File: src/rtl/mem_pkg.sv
// Shared types and constants for the memory-stage access controller.
package mem_pkg;

  typedef enum logic [1:0] {
    IDLE = 2'd0,
    BUSY = 2'd1,
    DONE = 2'd2
  } state_e;

  localparam int DW          = 16;
  localparam int TIMEOUT_DEF = 15;

endpackage

File: src/rtl/mem_timeout_ctr.sv
// Wait-cycle counter for an outstanding bus access.
module mem_timeout_ctr
  import mem_pkg::*;
#(
  parameter int TIMEOUT = TIMEOUT_DEF
) (
  input  logic clk_i,
  input  logic rst_ni,
  input  logic clr_i,
  input  logic en_i,
  output logic expired_o
);

  localparam int CW = (TIMEOUT > 1) ? $clog2(TIMEOUT) : 1;

  logic [CW-1:0] cnt_q, cnt_d;

  always_comb begin
    cnt_d = cnt_q;
    if (clr_i) begin
      cnt_d = '0;
    end else if (en_i) begin
      cnt_d = cnt_q + CW'(1);
    end
  end

  always_ff @(posedge clk_i) begin
    if (!rst_ni) begin
      cnt_q <= '0;
    end else begin
      cnt_q <= cnt_d;
    end
  end

  assign expired_o = (cnt_q == CW'(TIMEOUT - 1));

endmodule

File: src/rtl/mem_access.sv
// Memory-stage controller: one req/ack bus access per load/store,
// bounded wait, pipeline advance/stall generation.
module mem_access
  import mem_pkg::*;
#(
  parameter int TIMEOUT = TIMEOUT_DEF
) (
  input  logic          CLK,
  input  logic          Reset,
  input  logic          IMemRead,
  input  logic          IMemWrite,
  input  logic [DW-1:0] IALUResult,
  input  logic [DW-1:0] IStoreData,
  output logic          OAdvance,
  output logic          OStall,
  output logic [DW-1:0] OLoadData,
  output logic          OBusErr,
  output logic          OMisalign,
  output logic          MemReq,
  output logic          MemWe,
  output logic [DW-1:0] MemAddr,
  output logic [DW-1:0] MemWData,
  input  logic [DW-1:0] MemRData,
  input  logic          MemAck
);

  state_e        state_q, state_d;
  logic          req_q, req_d;
  logic          we_q, we_d;
  logic [DW-1:0] addr_q, addr_d;
  logic [DW-1:0] wdata_q, wdata_d;
  logic [DW-1:0] ldata_q, ldata_d;
  logic          err_q, err_d;
  logic          mis_q, mis_d;
  logic          odd_q, odd_d;
  logic          ctr_clr, ctr_en, expired;
  logic          op;

  assign op = IMemRead | IMemWrite;

  mem_timeout_ctr #(
    .TIMEOUT(TIMEOUT)
  ) u_ctr (
    .clk_i    (CLK),
    .rst_ni   (Reset),
    .clr_i    (ctr_clr),
    .en_i     (ctr_en),
    .expired_o(expired)
  );

  always_comb begin
    state_d = state_q;
    req_d   = req_q;
    we_d    = we_q;
    addr_d  = addr_q;
    wdata_d = wdata_q;
    ldata_d = ldata_q;
    err_d   = err_q;
    mis_d   = mis_q;
    odd_d   = odd_q;
    ctr_clr = 1'b0;
    ctr_en  = 1'b0;
    unique case (state_q)
      IDLE: begin
        if (op) begin
          state_d = BUSY;
          req_d   = 1'b1;
          we_d    = IMemWrite;
          addr_d  = {IALUResult[DW-1:1], 1'b0};
          wdata_d = IStoreData;
          odd_d   = IALUResult[0];
          ctr_clr = 1'b1;
        end
      end
      BUSY: begin
        if (MemAck) begin
          state_d = DONE;
          req_d   = 1'b0;
          mis_d   = odd_q;
          if (!we_q) ldata_d = MemRData;
        end else if (expired) begin
          state_d = DONE;
          req_d   = 1'b0;
          err_d   = 1'b1;
          mis_d   = odd_q;
          if (!we_q) ldata_d = '0;
        end else begin
          ctr_en = 1'b1;
        end
      end
      DONE: begin
        state_d = IDLE;
        err_d   = 1'b0;
        mis_d   = 1'b0;
      end
      default: state_d = IDLE;
    endcase
  end

  always_ff @(posedge CLK) begin
    if (!Reset) begin
      state_q <= IDLE;
      req_q   <= 1'b0;
      we_q    <= 1'b0;
      addr_q  <= '0;
      wdata_q <= '0;
      ldata_q <= '0;
      err_q   <= 1'b0;
      mis_q   <= 1'b0;
      odd_q   <= 1'b0;
    end else begin
      state_q <= state_d;
      req_q   <= req_d;
      we_q    <= we_d;
      addr_q  <= addr_d;
      wdata_q <= wdata_d;
      ldata_q <= ldata_d;
      err_q   <= err_d;
      mis_q   <= mis_d;
      odd_q   <= odd_d;
    end
  end

  // Reset forces advance so the rest of the pipeline is never held.
  assign OAdvance = !Reset
                  || (state_q == DONE)
                  || (state_q == IDLE && !op);
  assign OStall    = ~OAdvance;
  assign OLoadData = ldata_q;
  assign OBusErr   = err_q;
  assign OMisalign = mis_q;
  assign MemReq    = req_q;
  assign MemWe     = we_q;
  assign MemAddr   = addr_q;
  assign MemWData  = wdata_q;

endmodule

File: config.mk
export PLATFORM = sky130hd
export DESIGN_NAME = mem_access
export DESIGN_NICKNAME = d
export VERILOG_FILES = /design/src/rtl/mem_pkg.sv /design/src/rtl/mem_timeout_ctr.sv /design/src/rtl/mem_access.sv
export SDC_FILE = /design/constraint.sdc
export NUM_CORES = 1
export LEC_CHECK = 0
export ABC_CLOCK_PERIOD_IN_PS = 2100
export BUFFER_PORTS_ARGS = -buffer_cell sky130_fd_sc_hd__buf_4
export CAP_MARGIN = 20
export CORE_MARGIN = 1
export CORE_UTILIZATION = 41
export CTS_CLUSTER_DIAMETER = 150
export DETAILED_ROUTE_END_ITERATION = 8
export PLACE_DENSITY = 0.8
export SYNTH_ARGS = -nofsm -noshare
export SYNTH_HDL_FRONTEND = slang
export SYNTH_SLANG_ARGS = --single-unit
File: constraint.sdc
create_clock -name CLK -period 2.1 [get_ports CLK]
set_input_delay 0 -clock CLK [delete_from_list [all_inputs] [get_ports CLK]]
set_output_delay 0 -clock CLK [all_outputs]
set_load 0.02 [all_outputs]
# After elaboration in Yosys (flattened, before gate mapping)
# Cells that the tools add are included.
dict set report word_totals {
  register_bits 58
  latchBits 0
  ramBits 0
  romBits 0
  input_bits 53
  out_inout_bits 54
  elab_cells 61
  n_memories 0
}
dict set report op_classes {
  addsub 1
  multipliers 0
  div_mod_pow 0
  n_lt_le_gt_ge 0
  n_eq_ne 7
  shift 0
  muxes 23
  bitwise_logic 4
  n_reduce_logical 16
}
# cell count
set op_table {}
lappend op_table {{16-bit two-way mux} 4}
lappend op_table {{1-bit two-way mux} 12}
lappend op_table {{3-bit AND reduction} 3}
lappend op_table {{2-bit two-way mux} 3}
lappend op_table {{2-bit != test (second input constant)} 3}
lappend op_table {{1-bit case mux with 2 select lines} 3}
lappend op_table {{2-bit AND reduction} 3}
lappend op_table {{2-bit nonzero test} 3}
lappend op_table {{4-bit by 1-bit adder with 4-bit output (second input constant)} 1}
lappend op_table {{4-bit == test (second input constant)} 1}
lappend op_table {{2-bit case mux with 2 select lines} 1}
lappend op_table {{3-bit != test (second input constant)} 1}
lappend op_table {{1-bit inverter} 3}
lappend op_table {{2-bit by 1-bit == test with 1-bit output (second input constant)} 1}
lappend op_table {{2-bit == test (second input constant)} 1}
lappend op_table {{1-bit zero test} 2}
lappend op_table {{2-bit zero test} 1}
lappend op_table {{1-bit logical OR} 2}
lappend op_table {{2-bit OR reduction} 1}
lappend op_table {{1-bit logical AND} 1}
lappend op_table {{1-bit bitwise OR} 1}

# Depth between registers and ports, before layout
dict set report depth {
  ltp_word 5
  ltp_mapped 6
  mapped_depth_nobuf 5
}

# By module
# From an unflattened synthesis, not the netlist that was laid out.
dict set report unflattened {
  hier_cells 271
  area_unflattened_um2 2452.4
}
# mod n_inst cells_per_inst area_each_um2 seq_area_each_um2
set by_module_without_submodules {}
lappend by_module_without_submodules {mem_access 1 251 2252.2 1081.0}
lappend by_module_without_submodules {mem_timeout_ctr 1 20 200.2 80.1}

# Worst setup path before layout
# No wires, ideal clock.
dict set report synth_path {
  path_kind {reg2reg}
  start {register u_ctr.cnt_q[0]}
  end {register ldata_q[10] (netlist: OLoadData[10])}
  setup_time_ns 0.117
  arrival_time_ns 1.450
  t_required_ns 1.983
  slack_ns 0.534
  path_stages_with_launch 7
  n_path_buf 1
  period_less_slack_ns 1.566
  path_cell_list {dfxtp_1 > inv_1 > ha_1 > a31oi_1 > o31a_1 > buf_6 > a22o_1}
}
dict set report synth_between {
  elab_chain_len 3
}
# element line_no
set synth_lines {}
lappend synth_lines {{from (decl)} mem_timeout_ctr.sv:16} ;# logic [CW-1:0] cnt_q, cnt_d;
lappend synth_lines {{from (signal assigned)} mem_timeout_ctr.sv:31} ;# cnt_q <= cnt_d;
lappend synth_lines {{4-bit == test} mem_timeout_ctr.sv:35} ;# assign expired_o = (cnt_q == CW'(TIMEOUT - 1));
lappend synth_lines {{2-bit nonzero test (no source line)} --}
lappend synth_lines {{3-bit AND reduction (no source line)} --}
lappend synth_lines {{to (signal assigned)} mem_access.sv:117} ;# ldata_q <= ldata_d;
lappend synth_lines {{to (decl)} mem_access.sv:32} ;# logic [DW-1:0] ldata_q, ldata_d;
# No other way between the ends.
# A chain may end at the register's enable or synchronous reset.

# Worst setup path in the final report
dict set report layout_path {
  start {register u_ctr.cnt_q[0]}
  end {register ldata_q[14] (netlist: OLoadData[14])}
}
# The elaborated chain is that of the path after synthesis.

==> out/metrics.csv <==
stage,metric,value,unit
grt,first-pass GRT wire length,11600,um
grt,global route hottest layer,met2,
yosys,sequential element share of the synthesized area,50.3,%
grt,maximum number of pins on one net before global-route repair,44,
min_path,Worst Hold End,MemWe$_SDFFE_PN0P_,
floorplan,die area,0.00593,mm2
floorplan,die width,77.0,um
power_and_ir_drop,Tot Pwr,3.02,mW
timing,clk_skew,0.0113,ns
setup_path,Worst R2R Setup Slack,0.15,ns
setup_path,CP Cell Sequence,inv_1 -> ha_1 -> a31oi_1 -> o31a_1 -> a22o_1,
clock_network,hold_buf cts,49,
min_path,HP Class,primary input to register,
timing,unrepaired setup endpoints after global routing,no,
timing,post-layout min period,1.95,ns
yosys,main area contributors after synthesis,"dfxtp_1, a21boi_0, nand3_1, o21ai_0, a22o_1",
clock_network,Post-CTS Setup Bufs,0,
setup_path,worst r2r dst,OLoadData[14]$_SDFFE_PN0P_,
setup_path,Crit Path Class,register to register,
placement,detailed placement HPWL,4030,um
grt,met2 Track Usage GR,43.3,%
timing,"Hold Vio Cnt, Final",0,
power_and_ir_drop,combinational group share of total power,19.2,%
clock_network,H-tree lvl count,3,
yosys,number of library cell types mapped by synthesis,38,
clock_network,"Clk pin slew, worst setup/hold paths",0.07,ns
yosys,Mapped Avg Cell Area,9.49,um2
job,max_cap viols,0,
detailed_routing,final WL,7250,um
placement,RePlAce Congestion,0.862,
cells_and_area,final core occ,72.7,%
setup_path,Top delay family on crit path,compound AO/OA/AOI/OAI gates,
detailed_routing,WL per Instance,15.6,um
timing,FMAX,0.512,GHz
detailed_routing,via count,2434,
setup_path,CP max FO,16,
setup_path,Worst EP required,2.36,ns
detailed_routing,drt drc,0,
cells_and_area,register cell area after layout,0.00116,mm2
power_and_ir_drop,Flop pwr share,40.3,%
floorplan,Std-Cell Rows,26,
clock_network,clock buffer depth,2,
cells_and_area,nets,444,
grt,GRT met3 Usage,7.98,%
power_and_ir_drop,Sw Pwr,0.774,mW
setup_path,Worst setup SP type,register,
yosys,largest area contributor in the synthesized netlist,dfxtp_1,
timing,final slew viol count,0,
timing,Worst-Margin Slew,0.995,ns
yosys,post-synthesis cell area,0.00231,mm2
detailed_routing,vias per inst,5.25,
placement,I/O Buffers,105,
cells_and_area,Syn-to-layout area delta,66.1,%
power_and_ir_drop,Peak VDD IR,668,uV
clock_network,worst skew pair latency,0.33,ns
cells_and_area,"leading cell types in the layout, fill and taps excluded","buf_4, dfxtp_1, dlygate4sd3_1",
setup_path,Worst EP arrival,2.22,ns
timing,Final Setup Violations,0,
setup_path,Setup crit end kind,register,
status,status,"finished, final reports clean",
timing,final hold slack,0.0484,ns
placement,Post-DP Area,0.00311,mm2
min_path,Hold Startpoint,IMemRead,
min_path,hold-critical path depth,4,
yosys,Post-synth EDFFs,0,
grt,GR Overflow Total,0,
detailed_routing,drt pass-1 iters,4,
clock_network,Root Buffer,clkbuf_8,
power_and_ir_drop,Sw Share,25.6,%
cells_and_area,FILL cells,380,
setup_path,RR Startpoint,u_ctr.cnt_q[0]$_SDFFE_PP0P_,
floorplan,core area,0.00527,mm2
timing,setup TNS,0,ns
yosys,Synth warnings,0,
setup_path,"Buf+Inv Stages, Crit Path",1,
clock_network,CTS resizes,0,
cells_and_area,cell area after layout,0.00383,mm2
clock_network,TritonCTS Buffers,9,
timing,fin crit share,92.9,%
power_and_ir_drop,Clk pwr share,40.4,%
yosys,Synthesized Nets,298,
timing,Slew HR,33.3,%
grt,met1 global-route usage,29.0,%
cells_and_area,multi-input logic area,0.00103,mm2
yosys,Seq cells post-synth,58,
floorplan,Initial Util,43.8,%
cells_and_area,"commonest non-fill, non-tap cell in the layout",buf_4,
grt,vias in the first global route,2409,
grt,gr usage total,24.8,%
clock_network,TritonCTS clock tree,yes,
power_and_ir_drop,P_int,2.25,mW
cells_and_area,Inserted Diodes,0,
cells_and_area,layout cell share with drive strength beyond 1,33.2,%
power_and_ir_drop,Leakage,1.66,nW
power_and_ir_drop,Cell Pwr Density,788,mW/mm2
yosys,"Top FF cell, synth",dfxtp_1,
detailed_routing,ANT nets after route,0,
grt,initial antenna violation count,0,
setup_path,slowest cell delay on critical path,0.60,ns
floorplan,I/O Pins,107,
yosys,Post-Syn Instances,243,
setup_path,Reg2Reg Depth,5,
detailed_routing,initial drt markers,137,
yosys,"FFs w/ async S/R, synth",0,%
setup_path,Worst path slowest cell,o31a_1,
yosys,Synth top area share,50.3,%
floorplan,Die Y,77.0,um
clock_network,clk sinks,58,
==> layout make-up <==
class / instances / share of cell area, %
Timing Repair Buffer: 158 / 34.1
Multi-Input combinational cell: 158 / 26.8
Sequential cell: 58 / 30.3
Tap cell: 70 / 2.29
Clock inverter: 5 / 2.68
Clock buffer: 11 / 3.43
Inverter: 4 / 0.392
==> power groups by stage <==
stage | sequential (mW) | clock, mW | combinational [mW]
after global routing | 1.23 | 1.31 | 0.621
final | 1.22 | 1.22 | 0.581
after global placement | 1.24 | 0 | 0.488
after CTS | 1.22 | 1.24 | 0.570
after detailed placement | 1.24 | 0 | 0.494
after floorplan | 1.31 | 0 | 0.195
==> flip-flops by register name (all words and copies together), names as in the netlist, 2 cells and up <==
name and cells:
MemWData 16, OLoadData 16, MemAddr 15, u_ctr.cnt_q 4
state_q 2
==> worst reg2reg max path: cells and delay by family, from the launching register on <==
kind / cells / cell delay (ns)
AOI/OAI and AO/OA: 3 / 1.17
DFF: 1 / 0.38
adders and majority gates: 1 / 0.24
buffers and inverters: 1 / 0.09
==> worst max path at each step <==
stage,to,start,cells past startpoint,slack (ns)
3_3_place_gp,OLoadData[10]$_SDFFE_PN0P_,u_ctr.cnt_q[0]$_SDFFE_PP0P_,5,0.32
3_5_place_dp,OLoadData[2]$_SDFFE_PN0P_,u_ctr.cnt_q[0]$_SDFFE_PP0P_,5,0.23
5_1_grt,OLoadData[15]$_SDFFE_PN0P_,u_ctr.cnt_q[0]$_SDFFE_PP0P_,5,0.05
6_report,OLoadData[14]$_SDFFE_PN0P_,u_ctr.cnt_q[0]$_SDFFE_PP0P_,5,0.15
4_1_cts,OLoadData[2]$_SDFFE_PN0P_,u_ctr.cnt_q[0]$_SDFFE_PP0P_,5,0.18
2_1_floorplan,OLoadData[10]$_SDFFE_PN0P_,u_ctr.cnt_q[0]$_SDFFE_PP0P_,6,0.53
==> kinds of logic after synthesis <==
group | count (synthesis) | share of synthesized area (%)
adders and majority gates | 2 | 1.08
AOI/OAI and AO/OA | 102 | 30.5
other | 1 | 0.163
DFF | 58 | 50.3
buffers and inverters | 27 | 5.31
and+or+nand+nor | 53 | 12.6
==> layer usage <==
layer | wire length, um | part of all wire (%)
met5 | 0 | 0
met4 | 81 | 1.1
met3 | 469 | 6.5
met2 | 3610 | 50
met1 | 3080 | 43
==> synthesized netlist by cell type (all sizes together), types with 2 or more instances <==
library cell / n
or2: 2
nor3: 2
nand3: 35
inv: 4
dfxtp: 58
ha: 2
nand2: 3
nor2: 4
buf: 5
clkbuf: 18
a21oi: 3
a311oi: 2
nor3b: 3
a21boi: 35
o31a: 2
o21a: 2
a22o: 16
o21ai: 35
==> through the flow <==
| step | worst slack (ns) | std cells |
|---|---|---|
| floorplan | 0.534 | 243 |
| global placement | 0.325 | 399 |
| detailed placement | 0.235 | 399 |
| CTS | 0.183 | 464 |
| global route | 0.0520 | 464 |
| finish | 0.149 | 464 |
Note: power is estimated with default switching activity, not from simulation.
